==> config.mk <==
export PLATFORM = sky130hd
export DESIGN_NAME = fiber_access_blk16_flat
export DESIGN_NICKNAME = d
export VERILOG_FILES = /design/src/rtl/fiber_access_blk16_if.sv /design/src/rtl/fiber_access_blk16.sv /design/src/flat_wrapper.sv
export SDC_FILE = /design/constraint.sdc
export NUM_CORES = 1
export LEC_CHECK = 0
export BUFFER_PORTS_ARGS = -buffer_cell sky130_fd_sc_hd__buf_2
export CAP_MARGIN = 20
export CORE_MARGIN = 2
export CORE_UTILIZATION = 59
export CTS_BUF_LIST = sky130_fd_sc_hd__clkbuf_16
export DETAILED_ROUTE_END_ITERATION = 12
export GPL_ROUTABILITY_DRIVEN = 0
export GPL_TIMING_DRIVEN = 0
export PLACE_DENSITY = 0.76
export SYNTH_ARGS = -nofsm -noshare
export SYNTH_HDL_FRONTEND = slang
export SYNTH_SLANG_ARGS = --single-unit
==> constraint.sdc <==
create_clock -name clk -period 10.19 [get_ports clk]
set_input_delay 1.019 -clock clk [delete_from_list [all_inputs] [get_ports clk]]
set_output_delay 1.019 -clock clk [all_outputs]
set_load 0.02 [all_outputs]
==> src/rtl/fiber_access_blk16_if.sv <==
// Write and read GLB token streams of the block-mode fiber buffer.
interface fiber_access_blk16_if #(
  parameter int DW = 16
);
  logic [DW:0] block_wr_in;
  logic        block_wr_in_valid;
  logic        block_wr_in_ready;
  logic [DW:0] block_rd_out;
  logic        block_rd_out_valid;
  logic        block_rd_out_ready;

  modport master (
    output block_wr_in, block_wr_in_valid, block_rd_out_ready,
    input  block_wr_in_ready, block_rd_out, block_rd_out_valid
  );

  modport slave (
    input  block_wr_in, block_wr_in_valid, block_rd_out_ready,
    output block_wr_in_ready, block_rd_out, block_rd_out_valid
  );
endinterface

==> src/rtl/fiber_access_blk16.sv <==
// Double-buffered block fiber buffer: packs incoming blocks into a shared
// single-port SRAM (4 words per line) and streams committed blocks back out
// in arrival order through a 2-entry output FIFO.
module fiber_access_blk16 #(
  parameter int MEM_DEPTH = 512,
  parameter int DW        = 16
) (
  input  logic                         clk,
  input  logic                         rst_n,
  input  logic                         clk_en,
  input  logic                         flush,
  input  logic                         tile_en,
  input  logic [7:0]                   buffet_capacity_log,
  fiber_access_blk16_if.slave          io,
  output logic [$clog2(MEM_DEPTH)-1:0] addr_to_mem,
  output logic [4*DW-1:0]              data_to_mem,
  output logic                         wen_to_mem,
  output logic                         ren_to_mem,
  input  logic [4*DW-1:0]              data_from_mem
);
  localparam int AW = $clog2(MEM_DEPTH);
  localparam int LW = 4 * DW;
  localparam logic [DW:0] DONE_TOK = (DW+1)'(17'h10100);

  typedef enum logic [2:0] {W_IDLE, W_HDR, W_DATA, W_COMMIT, W_DONE} wstate_t;
  typedef enum logic [2:0] {R_IDLE, R_HDR, R_DATA, R_EMIT_DONE, R_END} rstate_t;

  function automatic logic [DW:0] cap_words(input logic [3:0] c);
    return (DW+1)'(1) << c;
  endfunction

  wstate_t       wstate;
  rstate_t       rstate;
  logic          active;
  logic [1:0]    full;
  logic          wp, rp;
  logic [DW-1:0] plen [2];
  logic          done_pending;

  // write side
  logic [DW-1:0] wl, wleff, wcnt;
  logic [LW-1:0] wline, line_next;
  logic          wpend;
  logic [LW-1:0] wdata;
  logic [AW-1:0] waddr;
  logic [DW:0]   wcap;
  logic [DW-1:0] hdr_len, hdr_eff;
  logic          ready_int, wr_acc, commit;

  // read side
  logic [DW-1:0] rlen, nlines, lines_issued, words_cap, words_pushed, rem;
  logic [2:0]    cnt_new;
  logic          cap_pend, lb_valid;
  logic [LW-1:0] lb_data;
  logic [1:0]    lb_lane;
  logic [2:0]    lb_cnt;
  logic          rd_wants, rd_issue, rd_clear;
  logic [AW-1:0] base1, raddr;
  logic          wen_q, ren_q;

  // output FIFO
  logic [DW:0]   fmem [2];
  logic          fwr, frd;
  logic [1:0]    fcnt;
  logic          push, pop, fifo_room;
  logic [DW:0]   push_tok;
  logic [DW-1:0] lane_word;

  assign active  = clk_en & tile_en;
  assign base1   = AW'(cap_words(buffet_capacity_log[3:0]) >> 2);
  assign wcap    = cap_words(wp ? buffet_capacity_log[7:4] : buffet_capacity_log[3:0]);
  assign hdr_len = io.block_wr_in[DW-1:0];
  assign hdr_eff = ({1'b0, hdr_len} > wcap) ? wcap[DW-1:0] : hdr_len;
  assign nlines  = DW'(({1'b0, rlen} + (DW+1)'(3)) >> 2);
  assign rem     = rlen - words_cap;
  assign cnt_new = (rem > DW'(4)) ? 3'd4 : rem[2:0];
  assign raddr   = (rp ? base1 : '0) + lines_issued[AW-1:0];

  assign rd_wants = (rstate == R_DATA) && (lines_issued < nlines) &&
                    !ren_q && !cap_pend && !lb_valid;
  assign rd_issue = active && rd_wants && !wpend;
  assign commit   = active && (wstate == W_COMMIT);

  assign pop       = active && (fcnt != 2'd0) && io.block_rd_out_ready;
  assign fifo_room = (fcnt != 2'd2) || pop;

  assign io.block_wr_in_ready  = ready_int & tile_en;
  assign io.block_rd_out_valid = tile_en & (fcnt != 2'd0);
  assign io.block_rd_out       = fmem[frd];
  assign wen_to_mem            = wen_q & tile_en;
  assign ren_to_mem            = ren_q & tile_en;
  assign wr_acc                = io.block_wr_in_valid & ready_int & active;

  // Write-side ready: header waits for an empty partition; payload yields
  // for one cycle when a line write would otherwise starve a pending read.
  always_comb begin
    ready_int = 1'b0;
    case (wstate)
      W_HDR:   ready_int = !full[wp];
      W_DATA:  ready_int = !(wpend && rd_wants);
      default: ready_int = 1'b0;
    endcase
  end

  // Merge the incoming word into the packing line; lane 0 starts a fresh line.
  always_comb begin
    line_next = (wcnt[1:0] == 2'd0) ? '0 : wline;
    line_next[wcnt[1:0]*DW +: DW] = io.block_wr_in[DW-1:0];
  end

  // Select the single token entering the output FIFO this cycle.
  always_comb begin
    push      = 1'b0;
    push_tok  = '0;
    lane_word = lb_data[lb_lane*DW +: DW];
    if (active) begin
      case (rstate)
        R_HDR:       if (full[rp] && fifo_room) begin
                       push = 1'b1; push_tok = {1'b0, plen[rp]};
                     end
        R_DATA:      if (lb_valid && fifo_room) begin
                       push = 1'b1; push_tok = {1'b0, lane_word};
                     end
        R_EMIT_DONE: if (fifo_room) begin
                       push = 1'b1; push_tok = DONE_TOK;
                     end
        default:     ;
      endcase
    end
  end

  assign rd_clear = active &&
                    (((rstate == R_HDR) && push && (plen[rp] == '0)) ||
                     ((rstate == R_DATA) && (words_pushed == rlen) &&
                      (fcnt == 2'd0) && !lb_valid));

  // Write FSM: header latch, line packing, commit and done tracking.
  always_ff @(posedge clk or negedge rst_n) begin
    if (!rst_n) begin
      wstate <= W_IDLE; wp <= 1'b0; wl <= '0; wleff <= '0; wcnt <= '0;
      wline <= '0; wpend <= 1'b0; wdata <= '0; waddr <= '0;
      done_pending <= 1'b0; plen[0] <= '0; plen[1] <= '0;
    end else if (flush) begin
      wstate <= W_IDLE; wp <= 1'b0; wl <= '0; wleff <= '0; wcnt <= '0;
      wline <= '0; wpend <= 1'b0; wdata <= '0; waddr <= '0;
      done_pending <= 1'b0; plen[0] <= '0; plen[1] <= '0;
    end else if (active) begin
      wpend <= 1'b0;
      case (wstate)
        W_IDLE: wstate <= W_HDR;
        W_HDR: if (wr_acc) begin
          if (io.block_wr_in[DW]) begin
            done_pending <= 1'b1;
            wstate       <= W_DONE;
          end else begin
            wl     <= hdr_len;
            wleff  <= hdr_eff;
            wcnt   <= '0;
            wstate <= (hdr_len == '0) ? W_COMMIT : W_DATA;
          end
        end
        W_DATA: if (wr_acc) begin
          // Words beyond the truncated length are accepted but not stored.
          if (wcnt < wleff) begin
            wline <= line_next;
            if ((wcnt[1:0] == 2'd3) || (wcnt == wleff - DW'(1))) begin
              wpend <= 1'b1;
              wdata <= line_next;
              waddr <= (wp ? base1 : '0) + wcnt[AW+1:2];
            end
          end
          wcnt <= wcnt + DW'(1);
          if (wcnt == wl - DW'(1)) wstate <= W_COMMIT;
        end
        W_COMMIT: begin
          plen[wp] <= wleff;
          wp       <= ~wp;
          wstate   <= W_IDLE;
        end
        default: ;
      endcase
    end
  end

  // Partition occupancy: commit fills the write partition, read drain empties the read one.
  always_ff @(posedge clk or negedge rst_n) begin
    if (!rst_n) begin
      full <= '0;
    end else if (flush) begin
      full <= '0;
    end else begin
      if (commit)   full[wp] <= 1'b1;
      if (rd_clear) full[rp] <= 1'b0;
    end
  end

  // SRAM port: a pending line write always wins; reads retry next cycle.
  always_ff @(posedge clk or negedge rst_n) begin
    if (!rst_n) begin
      wen_q <= 1'b0; ren_q <= 1'b0; addr_to_mem <= '0; data_to_mem <= '0;
    end else if (flush) begin
      wen_q <= 1'b0; ren_q <= 1'b0; addr_to_mem <= '0; data_to_mem <= '0;
    end else if (active) begin
      if (wpend) begin
        wen_q <= 1'b1; ren_q <= 1'b0; addr_to_mem <= waddr; data_to_mem <= wdata;
      end else if (rd_issue) begin
        wen_q <= 1'b0; ren_q <= 1'b1; addr_to_mem <= raddr;
      end else begin
        wen_q <= 1'b0; ren_q <= 1'b0;
      end
    end
  end

  // Read FSM: header emit, line fetch into a one-line buffer, lane extraction, done emit.
  always_ff @(posedge clk or negedge rst_n) begin
    if (!rst_n) begin
      rstate <= R_IDLE; rp <= 1'b0; rlen <= '0; lines_issued <= '0;
      words_cap <= '0; words_pushed <= '0; cap_pend <= 1'b0;
      lb_valid <= 1'b0; lb_data <= '0; lb_lane <= '0; lb_cnt <= '0;
    end else if (flush) begin
      rstate <= R_IDLE; rp <= 1'b0; rlen <= '0; lines_issued <= '0;
      words_cap <= '0; words_pushed <= '0; cap_pend <= 1'b0;
      lb_valid <= 1'b0; lb_data <= '0; lb_lane <= '0; lb_cnt <= '0;
    end else if (active) begin
      // Only one line is ever in flight and the buffer must be empty to
      // issue it, so returning data always has somewhere to land.
      cap_pend <= ren_q;
      case (rstate)
        R_IDLE: rstate <= R_HDR;
        R_HDR: begin
          if (push) begin
            rlen         <= plen[rp];
            lines_issued <= '0;
            words_cap    <= '0;
            words_pushed <= '0;
            if (plen[rp] == '0) rp <= ~rp;
            else                rstate <= R_DATA;
          end else if ((full == 2'b00) && done_pending) begin
            rstate <= R_EMIT_DONE;
          end
        end
        R_DATA: begin
          if (rd_issue) lines_issued <= lines_issued + DW'(1);
          if (cap_pend) begin
            lb_valid  <= 1'b1;
            lb_data   <= data_from_mem;
            lb_lane   <= '0;
            lb_cnt    <= cnt_new;
            words_cap <= words_cap + DW'(cnt_new);
          end else if (push) begin
            lb_lane      <= lb_lane + 2'd1;
            lb_cnt       <= lb_cnt - 3'd1;
            words_pushed <= words_pushed + DW'(1);
            if (lb_cnt == 3'd1) lb_valid <= 1'b0;
          end
          if (rd_clear) begin
            rp     <= ~rp;
            rstate <= R_HDR;
          end
        end
        R_EMIT_DONE: if (push) rstate <= R_END;
        default: ;
      endcase
    end
  end

  // Two-entry output FIFO holding tokens for the read stream.
  always_ff @(posedge clk or negedge rst_n) begin
    if (!rst_n) begin
      for (int unsigned i = 0; i < 2; i++) fmem[i] <= '0;
      fwr <= 1'b0; frd <= 1'b0; fcnt <= '0;
    end else if (flush) begin
      for (int unsigned i = 0; i < 2; i++) fmem[i] <= '0;
      fwr <= 1'b0; frd <= 1'b0; fcnt <= '0;
    end else begin
      if (push) begin
        fmem[fwr] <= push_tok;
        fwr       <= ~fwr;
      end
      if (pop) frd <= ~frd;
      case ({push, pop})
        2'b10:   fcnt <= fcnt + 2'd1;
        2'b01:   fcnt <= fcnt - 2'd1;
        default: ;
      endcase
    end
  end
endmodule

==> src/flat_wrapper.sv <==
// flat-port wrapper written by rule: the top's interface ports become plain ports
module fiber_access_blk16_flat 
#(
  parameter int MEM_DEPTH = 512,
  parameter int DW        = 16
)
  (clk, rst_n, clk_en, flush, tile_en, buffet_capacity_log, addr_to_mem, data_to_mem, wen_to_mem, ren_to_mem, data_from_mem, io_block_wr_in, io_block_wr_in_valid, io_block_rd_out_ready, io_block_wr_in_ready, io_block_rd_out, io_block_rd_out_valid);
  fiber_access_blk16_if #(.DW(DW)) io_i ();
  input  logic clk;
  input  logic rst_n;
  input  logic clk_en;
  input  logic flush;
  input  logic tile_en;
  input  logic [7:0] buffet_capacity_log;
  output logic [$clog2(MEM_DEPTH)-1:0] addr_to_mem;
  output logic [4*DW-1:0] data_to_mem;
  output logic wen_to_mem;
  output logic ren_to_mem;
  input  logic [4*DW-1:0] data_from_mem;
  input wire logic [$bits(io_i.block_wr_in)-1:0] io_block_wr_in;
  input wire logic [$bits(io_i.block_wr_in_valid)-1:0] io_block_wr_in_valid;
  input wire logic [$bits(io_i.block_rd_out_ready)-1:0] io_block_rd_out_ready;
  output wire logic [$bits(io_i.block_wr_in_ready)-1:0] io_block_wr_in_ready;
  output wire logic [$bits(io_i.block_rd_out)-1:0] io_block_rd_out;
  output wire logic [$bits(io_i.block_rd_out_valid)-1:0] io_block_rd_out_valid;
  assign io_i.block_wr_in = io_block_wr_in;
  assign io_i.block_wr_in_valid = io_block_wr_in_valid;
  assign io_i.block_rd_out_ready = io_block_rd_out_ready;
  assign io_block_wr_in_ready = io_i.block_wr_in_ready;
  assign io_block_rd_out = io_i.block_rd_out;
  assign io_block_rd_out_valid = io_i.block_rd_out_valid;
  fiber_access_blk16 #(.MEM_DEPTH(MEM_DEPTH), .DW(DW)) u_core (.clk(clk), .rst_n(rst_n), .clk_en(clk_en), .flush(flush), .tile_en(tile_en), .buffet_capacity_log(buffet_capacity_log), .io(io_i), .addr_to_mem(addr_to_mem), .data_to_mem(data_to_mem), .wen_to_mem(wen_to_mem), .ren_to_mem(ren_to_mem), .data_from_mem(data_from_mem));
endmodule
Yosys cells after proc, flatten, opt, wreduce, memory -nomap -nowiden
Index checks and enable logic that the tools add are counted.
{ "word_totals": {"word_cells": 370, "ff_bits": 477, "output_inout_bits": 94} }
{ "op_classes": {"muxes": 176, "add_sub_neg": 15, "n_eq_ne": 29, "reduce_logical": 80, "n_lt_le_gt_ge": 14, "n_bitwise": 18, "shift": 5} }
{ "ops": {"columns": ["operator", "n"], "rows": [
  ["64-bit two-way mux", 19],
  ["16-bit two-way mux", 37],
  ["16-bit case mux with 2 select lines", 4],
  ["9-bit two-way mux", 12],
  ["17-bit two-way mux", 6],
  ["32-bit two-way mux", 3],
  ["34-bit two-way mux", 2],
  ["64-bit bitwise mux", 1],
  ["16-bit by 34-bit variable shift with 64-bit output, first input constant", 1],
  ["16-bit by 34-bit indexed part select with 64-bit output", 1],
  ["64-bit by 7-bit indexed part select with 16-bit output", 1],
  ["3-bit two-way mux", 19],
  ["17-bit case mux with 3 select lines", 1],
  ["1-bit two-way mux", 49],
  ["16-bit by 1-bit adder with 16-bit output, second input constant", 3],
  ["16-bit == test", 3],
  ["34-bit bitwise mux", 1],
  ["6-bit negator with 34-bit output", 1],
  ["32-bit bitwise mux", 1],
  ["16-bit zero test", 2],
  ["16-bit by 1-bit subtractor with 16-bit output, second input constant", 2],
  ["2-bit nonzero test", 15],
  ["3-bit by 2-bit != test with 1-bit output, second input constant", 9],
  ["5-bit AND reduction", 5],
  ["51 further kinds", 139]
]} }

Logic depth before layout (Yosys ltp)
{ "logic_depth": {"ltp_word": 16, "depth_mapped": 22, "depth_no_buf": 19} }

Worst setup path after synthesis
Ideal clock, no wire load.
{ "synth_path": {"path_kind": "register to register", "startpoint": "reg u_core.rlen[1]", "endpoint": "reg u_core.wline[0]", "arrival_ns": 4.224, "path_buffers": 1, "synth_period_minus_slack_ns": 4.348, "setup_slack_ns": 5.842, "t_required_ns": 10.065, "setup_ns": 0.125, "path_stages_with_launch": 18, "path_cell_list": "dfrtp_1 -> o21a_1 -> nand3_1 -> nor2_1 -> and3_1 -> and3_1 -> nand3_1 -> nor2_1 -> nand3_1 -> xor2_1 -> ha_1 -> and4b_1 -> o2111ai_1 -> a31oi_1 -> nor2_1 -> o41ai_2 -> clkbuf_1 -> mux2_2"} }
{ "synth_via": {"elab_chain_len": 13} }
{ "synth_rtl": {"columns": ["item", "line", "source"], "rows": [
  ["start, declared", "fiber_access_blk16.sv:51", "logic [DW-1:0] rlen, nlines, lines_issued, words_cap, words_pushed, rem;"],
  ["start signal, assigned", "fiber_access_blk16.sv:232", "rlen <= plen[rp];"],
  ["16-bit by 2-bit adder with 17-bit output", "fiber_access_blk16.sv:74", "assign nlines = DW'(({1'b0, rlen} + (DW+1)'(3)) >> 2);"],
  ["16-bit by 15-bit less-than comparator with 1-bit output", "fiber_access_blk16.sv:79", "assign rd_wants = (rstate == R_DATA) && (lines_issued < nlines) &&"],
  ["1-bit logical AND (2 in series)", "fiber_access_blk16.sv:79", null],
  ["1-bit logical AND (2 in series)", "fiber_access_blk16.sv:80", "!ren_q && !cap_pend && !lb_valid;"],
  ["1-bit logical AND", "fiber_access_blk16.sv:100", "W_DATA: ready_int = !(wpend && rd_wants);"],
  ["1-bit zero test", "fiber_access_blk16.sv:100", null],
  ["1-bit case mux with 2 select lines", "fiber_access_blk16.sv:98", "case (wstate)"],
  ["1-bit AND (2 in series)", "fiber_access_blk16.sv:92", "assign wr_acc = io.block_wr_in_valid & ready_int & active;"],
  ["2-bit nonzero test (no source line)", null, null],
  ["4-bit AND reduction (no source line)", null, null],
  ["end signal, assigned", "fiber_access_blk16.sv:165", "wline <= line_next;"],
  ["end, declared", "fiber_access_blk16.sv:42", "logic [LW-1:0] wline, line_next;"]
]} }
Every way passes these cells.
A chain may end at the register's enable or synchronous reset.

Worst setup path in the final report
{ "layout_path": {"startpoint": "reg u_core.rlen[1]", "endpoint": "reg u_core.wline[43]"} }
The elaborated chain is that of the path after synthesis.

==> insert_results.sql <==
INSERT INTO impl_metrics (metric_group, metric, value, unit) VALUES
('global_route', 'grt_first_pass_wirelength', '130', 'mm'),
('clock_network', 'tritoncts', 'yes', ''),
('placement', 'portBuffers', '186', ''),
('routing', 'postRouteAntennaNets', '0', ''),
('floorplan', 'floorplan.initialDensity', '60.0', '%'),
('clock_network', 'ctsHoldBuffers', '0', ''),
('logic_synthesis', 'synth.avg_cell_area', '9.29', 'sq um'),
('power_and_ir_drop', 'power.share.combinational', '8.7', '%'),
('worst_setup_path', 'startpoint_type', 'register', ''),
('power_and_ir_drop', 'p_sw_share', '26.3', '%'),
('layout', 'top_library_cells_by_usage_in_the_layout_fill_and_taps_aside', '477 x dfrtp_1, 381 x nand2_1, 272 x nor2_1', ''),
('clock_network', 'clock_pin_slew_reported_for_the_worst_setup_and_hold_paths_after_clock_tree_synthesis', '0.06', 'ns'),
('routing', 'post_drt_wl_per_cell', '22.1', 'microns'),
('layout', 'diodes', '0', ''),
('routing', 'via_density_per_instance', '6.39', ''),
('worst_setup_path', 'worstRegToRegCells', '18', ''),
('routing', 'drt_drc_violations_left', '0', ''),
('logic_synthesis', 'netlist_instances', '2867', ''),
('job', 'max_cap_viol_count', '0', ''),
('clock_network', 'post_cts.resized_instances', '0', ''),
('global_route', 'grt_max_degree', '130', ''),
('logic_synthesis', 'yosys_warnings', '0', ''),
('logic_synthesis', 'synth-edff-count', '0', ''),
('routing', 'detailroute.via_count', '23938', ''),
('logic_synthesis', 'yosys_register_bits', '477', ''),
('global_route', 'globalRoute.totalOverflow', '0', ''),
('global_route', 'grtUsageTotal', '35.2', '%'),
('floorplan', 'design.die.area', '46900', 'sq um'),
('worst_setup_path', 'slowest_stage', 'o41ai_2', ''),
('worst_setup_path', 'critPathBufInv', '2', ''),
('clock_network', 'cts-buffers-inserted', '51', ''),
('power_and_ir_drop', 'leakage', '13.8', 'nW'),
('floorplan', 'design.core.area', '44400', 'sq um'),
('layout', 'area_taken_by_flip_flops_and_latches', '11900', 'sq um'),
('power_and_ir_drop', 'power_frac_seq', '47.6', '%'),
('power_and_ir_drop', 'power.share.clock', '43.7', '%'),
('sta', 'finalClockSkew', '0.0160', 'ns'),
('sta', 'maxSlewHeadroom', '22.2', '%'),
('floorplan', 'pin_count', '190', ''),
('power_and_ir_drop', 'vdd_drop_max', '0.114', 'mV'),
('worst_setup_path', 'worst-endpoint-arrival', '6.20', 'ns'),
('floorplan', 'die_y', '216', 'microns'),
('logic_synthesis', 'asyncSetResetFlopFracSynth', '100', '%'),
('power_and_ir_drop', 'cellPowerDensity', '137', 'nW/um^2'),
('clock_network', 'ctsRootBufferMaster', 'clkbuf_16', ''),
('sta', 'slew_viol_final', '0', ''),
('sta', 'rsz0062_at_grt', 'false', ''),
('worst_hold_path', 'min_path_type', 'input port to asynchronous set/reset pin', ''),
('routing', 'drt_first_iter_violations', '2658', ''),
('worst_setup_path', 'timing.rr.start', 'u_core.rlen[1]', ''),
('placement', 'detailed_placement_hpwl', '59.4', 'mm'),
('global_route', 'via_count_of_the_first_global_routing_pass', '23671', ''),
('sta', 'post-route-period-util', '55.9', '%'),
('placement', 'dpl.cell_count', '3653', ''),
('sta', 'timing.final.hold_violations', '0', ''),
('layout', 'multiInputGateArea', '13500', 'sq um'),
('worst_setup_path', 'cp_cell_sequence', 'o21a_1 > nand3_1 > nor2_1 > and3_1 > and3_1 > nand3_1 > nor2_1 > nand3_1 > xor2_1 > ha_1 > and4b_1 > o2111ai_1 > a31oi_1 > nor2_1 > o41ai_2 > buf_4 > clkbuf_1 > mux2_2', ''),
('sta', 'timing.setup.tns', '0', 'ns'),
('sta', 'layout_min_cycle_time', '5.70', 'ns'),
('power_and_ir_drop', 'p_sw', '1.08', 'mW'),
('worst_setup_path', 'setup.worst_path.class', 'register to register', ''),
('status', 'status', 'complete, no violations', ''),
('worst_setup_path', 'cpPeakStageDelay', '0.90', 'ns'),
('clock_network', 'clock_sink_count', '477', ''),
('worst_setup_path', 'critical-path-top-delay-family', 'simple AND/OR/NAND/NOR gates', ''),
('power_and_ir_drop', 'total_power', '4.10', 'mW'),
('sta', 'highest_clock_frequency_the_design_can_meet', '175', 'MHz'),
('layout', 'drive_gt1_share', '13.9', '%'),
('worst_setup_path', 'setup.worst_path.end_class', 'register', ''),
('floorplan', 'rows', '77', ''),
('global_route', 'grt_antenna_before_repair', '0', '');
[synth_stat cells, drive strengths merged, types with 16 or more instances]
cell	n	area, sq um
mux2	85	957
dfrtp	477	11900
a22o	101	885
nor4	22	138
and3	27	169
xnor2	72	631
nor2	272	1020
nand4	33	206
a31o	50	438
a21oi	190	951
clkbuf	174	654
nor3	70	400
ha	91	1140
a221oi	18	158
buf	22	166
o22ai	16	100
mux2i	61	611
nand2	381	1430
o21ai	183	916
mux4	16	360
a21o	21	158
xor2	48	420
nor2b	74	463
nand3	66	330
nand2b	19	119
inv	89	334
[sequential cells by signal (all words and copies together) (netlist names), 32 cells and up]
signal              flops
u_core.wdata           64
u_core.data_to_mem     64
u_core.plen            32
u_core.wline           64
u_core.fmem            34
u_core.lb_data         64
[cells by family (layout without fill, tap and decap cells)]
kind of cell / after synthesis / in the layout / synth area share, %
AOI/OAI and AO/OA: 700 / 700 / 17.2
adders and majority gates: 95 / 95 / 4.57
buffers and inverters: 285 / 571 / 4.34
muxes: 162 / 162 / 7.24
and+or+nand+nor: 1028 / 1028 / 17.9
xor gates and xnor gates: 120 / 120 / 3.95
DFF: 477 / 477 / 44.8
[how the worst max path moves through the flow]
stage,from,endpoint,slack [ns],cells past startpoint
floorplan,u_core.rlen[1],u_core.wline[0],5.84,17
global placement,rst_n,u_core.data_to_mem[52],-1.22,1
detailed placement,u_core.rlen[2],u_core.wline[43],4.64,18
CTS,u_core.rlen[2],io_block_wr_in_ready,4.58,16
global route,u_core.rlen[2],io_block_wr_in_ready,4.22,18
finish,u_core.rlen[1],u_core.wline[43],4.49,18
[cell type report]
cell class	count	share of cell area, %
Multi-Input combinational cell	2105	45.1
Clock buffer	51	4.25
Inverter	89	1.11
Buffer	196	2.73
Sequential cell	477	39.8
Tap cell	592	2.47
Clock inverter	41	1.00
Timing Repair Buffer	194	3.57
[per-layer routing]
layer | GRT usage (%) | up-vias | wire, microns
met3 | 5.67 | 352 | 7360
met5 | 0 | - | 0
met1 | 45.7 | 11628 | 31700
li1 | - | 10633 | -
met4 | 20.6 | 0 | 5450
met2 | 56.0 | 1325 | 38100
[worst reg2reg max path: cells and delay by family, from the launching register on]
family / cells / cell delay, ns
and+or+nand+nor: 9 / 1.74
AOI/OAI and AO/OA: 4 / 1.62
buffers and inverters: 2 / 0.81
DFF: 1 / 0.52
muxes: 1 / 0.41
adders and majority gates: 1 / 0.30
xor gates and xnor gates: 1 / 0.18
[per-stage QoR]
| step | instance area (sq um) | util (%) | setup slack, ns |
|---|---|---|---|
| finish | 30000 | 67.6 | 4.49 |
| global placement | 28300 | 63.7 | -1.22 |
| global route | 30000 | 67.6 | 4.22 |
| floorplan | 26600 | - | 5.84 |
| CTS | 30000 | 67.6 | 4.58 |
| detailed placement | 28500 | 64.1 | 4.64 |
[power groups by stage]
stage               Combinational, mW  Sequential, mW  Clock, mW
floorplan                       0.189            1.98          0
global placement                0.330            1.98          0
detailed placement              0.346            1.99          0
CTS                             0.348            1.95       1.80
global route                    0.382            1.96       1.88
finish                          0.356            1.95       1.79
(Power assumes the default switching activity.)
